==> config.mk <==
export PLATFORM = sky130hd
export DESIGN_NAME = serial
export DESIGN_NICKNAME = d
export VERILOG_FILES = /design/src/rtl/serial.sv
export SDC_FILE = /design/constraint.sdc
export NUM_CORES = 1
export LEC_CHECK = 0
export BUFFER_PORTS_ARGS = -buffer_cell sky130_fd_sc_hd__buf_2
export CORE_ASPECT_RATIO = 0.7
export CORE_UTILIZATION = 55
export CTS_CLUSTER_SIZE = 10
export DETAILED_ROUTE_END_ITERATION = 10
export PLACE_DENSITY = 0.77
export SETUP_SLACK_MARGIN = 0.05
export SYNTH_ARGS = -nofsm -noshare
export SYNTH_HDL_FRONTEND = slang
export SYNTH_SLANG_ARGS = --single-unit
==> constraint.sdc <==
create_clock -name clk -period 4.4 [get_ports clk]
set_clock_uncertainty 0.1 [all_clocks]
set_input_delay 1.32 -clock clk [delete_from_list [all_inputs] [get_ports clk]]
set_output_delay 1.32 -clock clk [all_outputs]
set_load 0.02 [all_outputs]
==> src/rtl/serial.sv <==
// UART front-end of the debugger: receives framed command packets on srx,
// decodes one debug request for the debug controller, waits for the
// controller to finish, and sends a reply frame sequence on stx.
//
// Internal byte handshake between the packet FSM and the transmitter:
// a byte moves when tx_valid and tx_ready are both high in the same cycle;
// the packet FSM holds tx_valid and keeps tx_data stable until that cycle,
// and the transmitter never accepts a byte without tx_valid.
module serial #(
    parameter int CLOCKS_PER_BIT = 4
) (
    input  logic        clk,
    input  logic        reset,
    input  logic        srx,
    output logic        stx,
    output logic [3:0]  debug_fn,
    output logic [31:0] addr,
    output logic [31:0] d_in,
    output logic        out_valid,
    input  logic        ctrlr_busy,
    input  logic [31:0] d_rd,
    output logic        error
);

    // Counter must hold the 1.5-bit start delay, which is the longest wait.
    localparam int START_WAIT = (3 * CLOCKS_PER_BIT) / 2;
    localparam int CNT_W      = (START_WAIT > 1) ? $clog2(START_WAIT) : 1;
    localparam logic [CNT_W-1:0] START_LOAD = CNT_W'(START_WAIT - 1);
    localparam logic [CNT_W-1:0] BIT_LOAD   = CNT_W'(CLOCKS_PER_BIT - 1);

    // Command classes: how many field bytes follow the command byte.
    localparam logic [1:0] K_BAD       = 2'd0;
    localparam logic [1:0] K_NONE      = 2'd1;
    localparam logic [1:0] K_ADDR      = 2'd2;
    localparam logic [1:0] K_ADDR_DATA = 2'd3;

    typedef enum logic [1:0] {
        RX_IDLE,
        RX_DATA,
        RX_REARM
    } rx_state_e;

    typedef enum logic {
        TX_IDLE,
        TX_SEND
    } tx_state_e;

    typedef enum logic [2:0] {
        P_IDLE,
        P_CMD,
        P_ADDR,
        P_DATA,
        P_ISSUE,
        P_WAIT_HI,
        P_WAIT_LO,
        P_REPLY
    } pkt_state_e;

    function automatic logic [1:0] cmd_kind(input logic [7:0] c);
        logic [1:0] k;
        case (c)
            8'h01, 8'h02, 8'h03, 8'h0A: k = K_NONE;
            8'h04, 8'h06, 8'h08, 8'h09: k = K_ADDR;
            8'h05, 8'h07:               k = K_ADDR_DATA;
            default:                    k = K_BAD;
        endcase
        return k;
    endfunction

    // Read-type commands answer with the four bytes returned by the controller.
    function automatic logic wide_reply(input logic [7:0] c);
        return (c == 8'h04) || (c == 8'h06) || (c == 8'h0A);
    endfunction

    // ------------------------------------------------------------------
    // srx synchroniser and falling-edge detect
    // ------------------------------------------------------------------
    logic srx_s1;
    logic srx_s2;
    logic srx_prev;
    logic srx_fall;

    // Two-flop synchroniser plus one history flop. Cleared to 0 so a line
    // that is low when reset lifts cannot look like a start edge.
    always_ff @(posedge clk or negedge reset) begin
        if (!reset) begin
            srx_s1   <= 1'b0;
            srx_s2   <= 1'b0;
            srx_prev <= 1'b0;
        end else begin
            srx_s1   <= srx;
            srx_s2   <= srx_s1;
            srx_prev <= srx_s2;
        end
    end

    assign srx_fall = srx_prev & ~srx_s2;

    // ------------------------------------------------------------------
    // RX bit engine
    // ------------------------------------------------------------------
    rx_state_e        rx_state;
    rx_state_e        rx_next;
    logic [CNT_W-1:0] rx_cnt;
    logic [2:0]       rx_bit;
    logic [7:0]       rx_shift;
    logic             rx_valid;
    logic             rx_start;

    assign rx_start = (rx_state == RX_IDLE) && srx_fall;

    // RX state register.
    always_ff @(posedge clk or negedge reset) begin
        if (!reset) rx_state <= RX_IDLE;
        else        rx_state <= rx_next;
    end

    // RX next state: start edge, eight mid-bit samples, then wait for a high line.
    always_comb begin
        rx_next = rx_state;
        case (rx_state)
            RX_IDLE:  if (srx_fall) rx_next = RX_DATA;
            RX_DATA:  if (rx_cnt == '0 && rx_bit == 3'd7) rx_next = RX_REARM;
            RX_REARM: if (srx_s2) rx_next = RX_IDLE;
            default:  rx_next = RX_IDLE;
        endcase
    end

    // RX datapath: bit timing, LSB-first shift, one-cycle byte strobe.
    always_ff @(posedge clk or negedge reset) begin
        if (!reset) begin
            rx_cnt   <= '0;
            rx_bit   <= 3'd0;
            rx_shift <= 8'h00;
            rx_valid <= 1'b0;
        end else begin
            rx_valid <= 1'b0;
            case (rx_state)
                RX_IDLE: begin
                    if (srx_fall) begin
                        rx_cnt <= START_LOAD;
                        rx_bit <= 3'd0;
                    end
                end
                RX_DATA: begin
                    if (rx_cnt == '0) begin
                        rx_shift <= {srx_s2, rx_shift[7:1]};
                        rx_cnt   <= BIT_LOAD;
                        rx_bit   <= rx_bit + 3'd1;
                        if (rx_bit == 3'd7) rx_valid <= 1'b1;
                    end else begin
                        rx_cnt <= rx_cnt - 1'b1;
                    end
                end
                default: ;
            endcase
        end
    end

    // ------------------------------------------------------------------
    // TX frame engine
    // ------------------------------------------------------------------
    tx_state_e        tx_state;
    tx_state_e        tx_next;
    logic [9:0]       tx_frame;
    logic [3:0]       tx_bit;
    logic [CNT_W-1:0] tx_cnt;
    logic             tx_last;
    logic             tx_ready;
    logic             tx_valid;
    logic [7:0]       tx_data;

    // Ready during the final stop-bit cycle too, so reply bytes run back to back.
    assign tx_last  = (tx_state == TX_SEND) && (tx_bit == 4'd9) && (tx_cnt == '0);
    assign tx_ready = (tx_state == TX_IDLE) || tx_last;
    assign stx      = (tx_state == TX_SEND) ? tx_frame[0] : 1'b1;

    // TX state register.
    always_ff @(posedge clk or negedge reset) begin
        if (!reset) tx_state <= TX_IDLE;
        else        tx_state <= tx_next;
    end

    // TX next state: stay in SEND while bytes keep arriving at frame end.
    always_comb begin
        tx_next = tx_state;
        case (tx_state)
            TX_IDLE: if (tx_valid) tx_next = TX_SEND;
            TX_SEND: if (tx_last && !tx_valid) tx_next = TX_IDLE;
            default: tx_next = TX_IDLE;
        endcase
    end

    // TX datapath: load {stop, data, start} and shift out one bit per bit time.
    always_ff @(posedge clk or negedge reset) begin
        if (!reset) begin
            tx_frame <= 10'h3FF;
            tx_bit   <= 4'd0;
            tx_cnt   <= '0;
        end else if (tx_valid && tx_ready) begin
            tx_frame <= {1'b1, tx_data, 1'b0};
            tx_bit   <= 4'd0;
            tx_cnt   <= BIT_LOAD;
        end else if (tx_state == TX_SEND) begin
            if (tx_cnt == '0) begin
                tx_cnt   <= BIT_LOAD;
                tx_bit   <= tx_bit + 4'd1;
                tx_frame <= {1'b1, tx_frame[9:1]};
            end else begin
                tx_cnt <= tx_cnt - 1'b1;
            end
        end
    end

    // ------------------------------------------------------------------
    // Packet FSM
    // ------------------------------------------------------------------
    pkt_state_e pstate;
    pkt_state_e p_next;
    logic [7:0]  cmd_q;
    logic        has_data;
    logic        reply_four;
    logic [1:0]  byte_cnt;
    logic [1:0]  reply_idx;
    logic [31:0] addr_sh;
    logic [31:0] data_sh;
    logic [31:0] rd_q;
    logic [7:0]  rd_byte;

    // Reply byte selection, MSB first.
    always_comb begin
        rd_byte = rd_q[7:0];
        case (reply_idx)
            2'd0:    rd_byte = rd_q[31:24];
            2'd1:    rd_byte = rd_q[23:16];
            2'd2:    rd_byte = rd_q[15:8];
            default: rd_byte = rd_q[7:0];
        endcase
    end

    // Packet state register.
    always_ff @(posedge clk or negedge reset) begin
        if (!reset) pstate <= P_IDLE;
        else        pstate <= p_next;
    end

    // Packet next state and reply byte offer. A byte only enters CMD if its
    // start edge was seen while idle, so bytes that began during a request
    // are dropped rather than taken as the next command.
    always_comb begin
        p_next   = pstate;
        tx_valid = 1'b0;
        tx_data  = 8'h00;
        case (pstate)
            P_IDLE: if (rx_start) p_next = P_CMD;
            P_CMD: begin
                if (rx_valid) begin
                    case (cmd_kind(rx_shift))
                        K_NONE:  p_next = P_ISSUE;
                        K_ADDR, K_ADDR_DATA: p_next = P_ADDR;
                        default: p_next = P_IDLE;
                    endcase
                end
            end
            P_ADDR: begin
                if (rx_valid && byte_cnt == 2'd3) p_next = has_data ? P_DATA : P_ISSUE;
            end
            P_DATA: begin
                if (rx_valid && byte_cnt == 2'd3) p_next = P_ISSUE;
            end
            P_ISSUE:   p_next = P_WAIT_HI;
            P_WAIT_HI: if (ctrlr_busy == 1'b1) p_next = P_WAIT_LO;
            P_WAIT_LO: if (ctrlr_busy == 1'b0) p_next = P_REPLY;
            P_REPLY: begin
                tx_valid = 1'b1;
                tx_data  = reply_four ? rd_byte : cmd_q;
                if (tx_ready && (!reply_four || reply_idx == 2'd3)) p_next = P_IDLE;
            end
            default: p_next = P_IDLE;
        endcase
    end

    // Packet datapath: field assembly, request outputs, sticky error, read latch.
    always_ff @(posedge clk or negedge reset) begin
        if (!reset) begin
            cmd_q      <= 8'h00;
            has_data   <= 1'b0;
            reply_four <= 1'b0;
            byte_cnt   <= 2'd0;
            reply_idx  <= 2'd0;
            addr_sh    <= 32'h0;
            data_sh    <= 32'h0;
            rd_q       <= 32'h0;
            out_valid  <= 1'b0;
            debug_fn   <= 4'h0;
            addr       <= 32'h0;
            d_in       <= 32'h0;
            error      <= 1'b0;
        end else begin
            out_valid <= 1'b0;
            case (pstate)
                P_CMD: begin
                    if (rx_valid) begin
                        cmd_q      <= rx_shift;
                        error      <= (cmd_kind(rx_shift) == K_BAD);
                        has_data   <= (cmd_kind(rx_shift) == K_ADDR_DATA);
                        reply_four <= wide_reply(rx_shift);
                        byte_cnt   <= 2'd0;
                        reply_idx  <= 2'd0;
                        addr_sh    <= 32'h0;
                        data_sh    <= 32'h0;
                    end
                end
                P_ADDR: begin
                    if (rx_valid) begin
                        addr_sh  <= {addr_sh[23:0], rx_shift};
                        byte_cnt <= byte_cnt + 2'd1;
                    end
                end
                P_DATA: begin
                    if (rx_valid) begin
                        data_sh  <= {data_sh[23:0], rx_shift};
                        byte_cnt <= byte_cnt + 2'd1;
                    end
                end
                P_ISSUE: begin
                    out_valid <= 1'b1;
                    debug_fn  <= cmd_q[3:0];
                    addr      <= addr_sh;
                    d_in      <= data_sh;
                end
                P_WAIT_LO: begin
                    if (ctrlr_busy == 1'b0) rd_q <= d_rd;
                end
                P_REPLY: begin
                    if (tx_ready) reply_idx <= reply_idx + 2'd1;
                end
                default: ;
            endcase
        end
    end

endmodule

Word-level counts from Yosys, hierarchy flattened --
Memories as Yosys holds them, arrays and structs flattened. Cells that the tools add are included.
Word-level totals: output and inout port bits 71, word-level logic and storage cells 178, memories kept 3, register bits after elaboration 221, memory bits (read-only) 96
Operators by class: multiplexer cells 60, reductions and logical operators 42, bitwise gates (word level) 4, eq/ne operators 37, $add $sub $neg 6
Memories:
- (name not given) | words 16, width 2, rd ports 1, clocked after Yosys merged registers in 0, wr ports 0, line 61 | case (c)
- (name not given) | words 16, width 2, rd ports 1, clocked after Yosys merged registers in 0, wr ports 0, line 61
- (name not given) | words 16, width 2, rd ports 1, clocked after Yosys merged registers in 0, wr ports 0, line 61
Operator list (count):
- $pmux W32 S2 | 2
- $mux W32 | 3
- $mux W3 | 15
- $mux W10 | 3
- $mux W2 | 15
- $ne A2 B2 Y1 const B | 14
- $pmux W3 S8 | 1
- $pmux W8 S3 | 1
- $pmux W3 S2 | 3
- $reduce_and A3 Y1 | 6
- $eq A8 B3 Y1 const B | 2
- $mux W8 | 2
- $eq A3 B3 Y1 const B | 5
- $eq A2 B2 Y1 const B | 7
- $reduce_bool A2 Y1 | 7
- $mux W4 | 3
- $reduce_and A2 Y1 | 5
- $logic_not A3 Y1 | 3
- $eq A8 B4 Y1 const B | 1
- $logic_and A1 B1 Y1 | 8
- $mux W1 | 8
- $pmux W2 S2 | 2
- $reduce_and A7 Y1 | 1
- $eq A2 B1 Y1 const B | 3
- 17 further kinds | 29

Logic depth before layout (Yosys ltp) --
depth in word-level cells 9, mapped depth 8, gate-level depth less buffers 8

Worst setup path after synthesis --
OpenSTA, ideal clock, no wires.
path kind input port to flip-flop, from input ctrlr_busy, to register pstate[0], data arrival time 2.304 ns, setup slack 1.868 ns, path buffers 0, stages on the path 5, cell sequence nand4b_1 o21ai_1 or3_4 nor3_4 mux2_1
On the way: longest elaborated chain between the ends 2
RTL lines:
- start, declared | line 20 | input logic ctrlr_busy,
- $ne A2 B2 Y1 (no source line)
- $reduce_and A7 Y1 (no source line) (*)
- end signal, assigned | line 244 | else pstate <= p_next;
- end, declared | line 218 | pkt_state_e pstate;
Mark *: on every way between the ends. The rest lies on a longest branch, timed or not. A chain may end at the register's enable or synchronous reset.

Worst setup path in the final report --
from register tx_frame[0], to output stx
On the way: longest elaborated chain between the ends 1
RTL lines:
- start, declared | line 165 | logic [9:0] tx_frame;
- start signal, assigned | line 201 | tx_frame <= {1'b1, tx_data, 1'b0};
- start signal, assigned | line 208 | tx_frame <= {1'b1, tx_frame[9:1]};
- $mux W1 | line 176 | assign stx = (tx_state == TX_SEND) ? tx_frame[0] : 1'b1;
- end, declared | line 15 | output logic stx,
No other way between the ends.

==> metrics.txt <==
status=complete, no violations; cell taking the most area after synthesis=dfrtp_1; setup TNS=0 ns; core area=around 0.016 mm2; Int Power=approximately 4.0 mW; Layout area overhead=15.26%; EDFF count, synth=0; Detailed Place HPWL=between 10000 and 15000 um; Worst slew margin=between 20 and 30%; sequential power share=about 45%; leak pwr=5.116 nW; Max Cap Viol=0; Critical Path End Type=output port; antenna violations before repair=0; Distinct cells, synth=57; worst skew pair latency=0.51 ns; startpoint class of the critical path=flip-flop; Top FF cell, synth=dfrtp_1; total gr overflow=0; CP Max Fanout=2; critical path class=flip-flop to output port; first-pass GRT wire length=30820 um; Post-synth top cells=dfrtp_1 (211), nand2_1 (208), mux2_2 (89); Worst-Margin Slew=1.063 ns; die extent in x=155.8 um; synthesized area=0.009109 mm2; FP Rows=38; Syn Inst Count=~810; crit path time final=between 2 and 3 ns; clock slew at reported path FFs=approximately 0.050 ns; Place WS=1.636 ns; Syn Nets=858; drt pass-1 iters=5; Fmax=between 300 and 400 MHz; CTS HTree Levels=1; vias after detailed routing=between 6000 and 7000; Slowest cell on crit path=dfstp_2; CTS tree=yes; Synth top area share=slightly below 60%; die height=109.7 um; all-layer global routing usage=a little under a quarter; number of setup buffers added after CTS=0; Clock Power Share=31.4%; Mean Syn Cell Area=around 11 um2; critical path's top delay family=flip-flops; Pins Over Slew Limit=0; clock buffer depth=3; starting DRC count in detailed routing=between 500 and 600; arrival time worst endpoint=between 1 and 1.5 ns; Bufs and invs on worst path=1; Final setup viols=0; flops & latches, synth=220; top cells by area, synth=dfrtp_1 (58%), mux2_2 (11%), nand2_1 (8.6%); PnR worst setup slack=1.691 ns; Critical Path, Cell by Cell=nand2b_1 -> buf_2; post_cts resized=0; buffers added on ports=roughly 110; Sw Ratio=31.02%; final net count=951; Net Sw Power=approximately 1.8 mW; Yosys Warn Count=0; routability cong.=0.8088; DRC violations left=0; # clock sinks=220; CTS Buf Count=25; Tightest Hold Check Type=flip-flop to flip-flop; post-DR wirelength/cell=between 15 and 20 um; Die ar.=around 0.017 mm2; Root Buffer=clkbuf_16; io pins=107; Pwr per Cell Area=between 500 and 600 mW/mm2; initial core utilization=between 50% and 60%; DRT antenna net count=0; largest net degree at the start of global routing=approximately 100; sequential fraction of the synthesis area=between 60% and 70%; RSZ-0062 raised after global routing=no; slowest cell delay on critical path=0.52 ns; FFs w/ async S/R, synth=100.0%; Max VDD drop=267.7 uV; number of global-route vias before repair=about 6100; crit share post-route=between 60% and 70%; final hold slack=roughly 0.25 ns; cts hold-fix bufs=0; combinational group share of total power=between 20% and 30%; share of post-route cells with drive strength above 1=~27%; DR vias/cell=5.455; Critical Path RT=2.98 ns; count leader, synth=dfrtp_1; Final Hold Fails=0; final wirelength=18520 um; # diodes=0
==> cells by family after synthesis <==
logic type / count (synthesis) / share of synthesized area [%]
and+or+nand+nor: 266 / 12.24
DFF: 220 / 60.56
adders and majority gates: 14 / 1.923
xor gates and xnor gates: 3 / 0.2885
buffers and inverters: 65 / 3.200
AOI/OAI and AO/OA: 137 / 9.080
muxes: 103 / 12.71
==> layout make-up <==
cell class	instances	area [um2]
Clock inverter	1	8.758
Timing Repair Buffer	114	613.1
Sequential cell	220	5517
Fill cell	1256	5334
Inverter	17	63.81
Tap cell	220	275.3
Multi-Input combinational cell	523	3324
Clock buffer	44	696.9
==> flip-flops by register name, summed over array words and instances (netlist names), 2 cells and up <==
register   flops
addr          32
addr_sh       32
d_in          32
data_sh       32
rd_q          32
tx_frame       9
cmd_q          8
rx_shift       8
debug_fn       4
tx_bit         4
pstate         3
rx_bit         3
rx_cnt         3
tx_cnt         3
byte_cnt       2
reply_idx      2
rx_state       2
==> path summary, 6_finish.rpt <==
| path | startpoint | end | slack, ns | cells after the start |
|---|---|---|---|---|
| max | tx_frame[0] | stx | 1.69 | 2 |
| min | srx_s1 | srx_s2 | 0.25 | 0 |
| max reg2reg | pstate[0] | d_in[24] | 1.77 | 4 |
| min reg2reg | srx_s1 | srx_s2 | 0.25 | 0 |
| max in group asynchronous | reset | tx_frame[8] | 2.64 | 2 |
| min in group asynchronous | reset | tx_bit[0] | 0.72 | 1 |
==> stage by stage <==
| step | power (mW) | std cells | utilization, % | cell area [um2] |
|---|---|---|---|---|
| after floorplan | 3.664 | 808 | - | 9109 |
| after global placement | 3.955 | 1094 | 61.85 | 9793 |
| after detailed placement | 4.011 | 1094 | 61.85 | 9793 |
| after CTS | 5.846 | 1139 | 66.31 | 10500 |
| after global routing | 6.150 | 1139 | 66.31 | 10500 |
| final | 5.825 | 1139 | 66.31 | 10500 |
==> cells in the final DEF (no fill, tap or decap), types with 15 or more instances in the layout <==
master,instances
dfrtp_1,211
nand2_1,208
inv_1,15
buf_2,105
a21oi_1,16
mux2_2,89
clkbuf_1,19
nor2_1,19
clkbuf_16,25
o21ai_0,70
==> layer usage <==
layer	wire, um	up-vias	GRT usage [%]
met5	0	-	0
met4	360	0	5.322
met3	815	32	3.587
met2	8267	171	33.86
met1	9072	3080	34.49
li1	-	2930	-
==> power by group through the flow <==
stage	Combinational, mW	Clock (mW)	Sequential (mW)
final	1.37	1.83	2.63
after detailed placement	1.36	0	2.65
after global placement	1.32	0	2.64
after floorplan	1.12	0	2.55
after CTS	1.37	1.86	2.62
after global routing	1.53	1.96	2.67
Note: power is estimated with default switching activity, not from simulation.
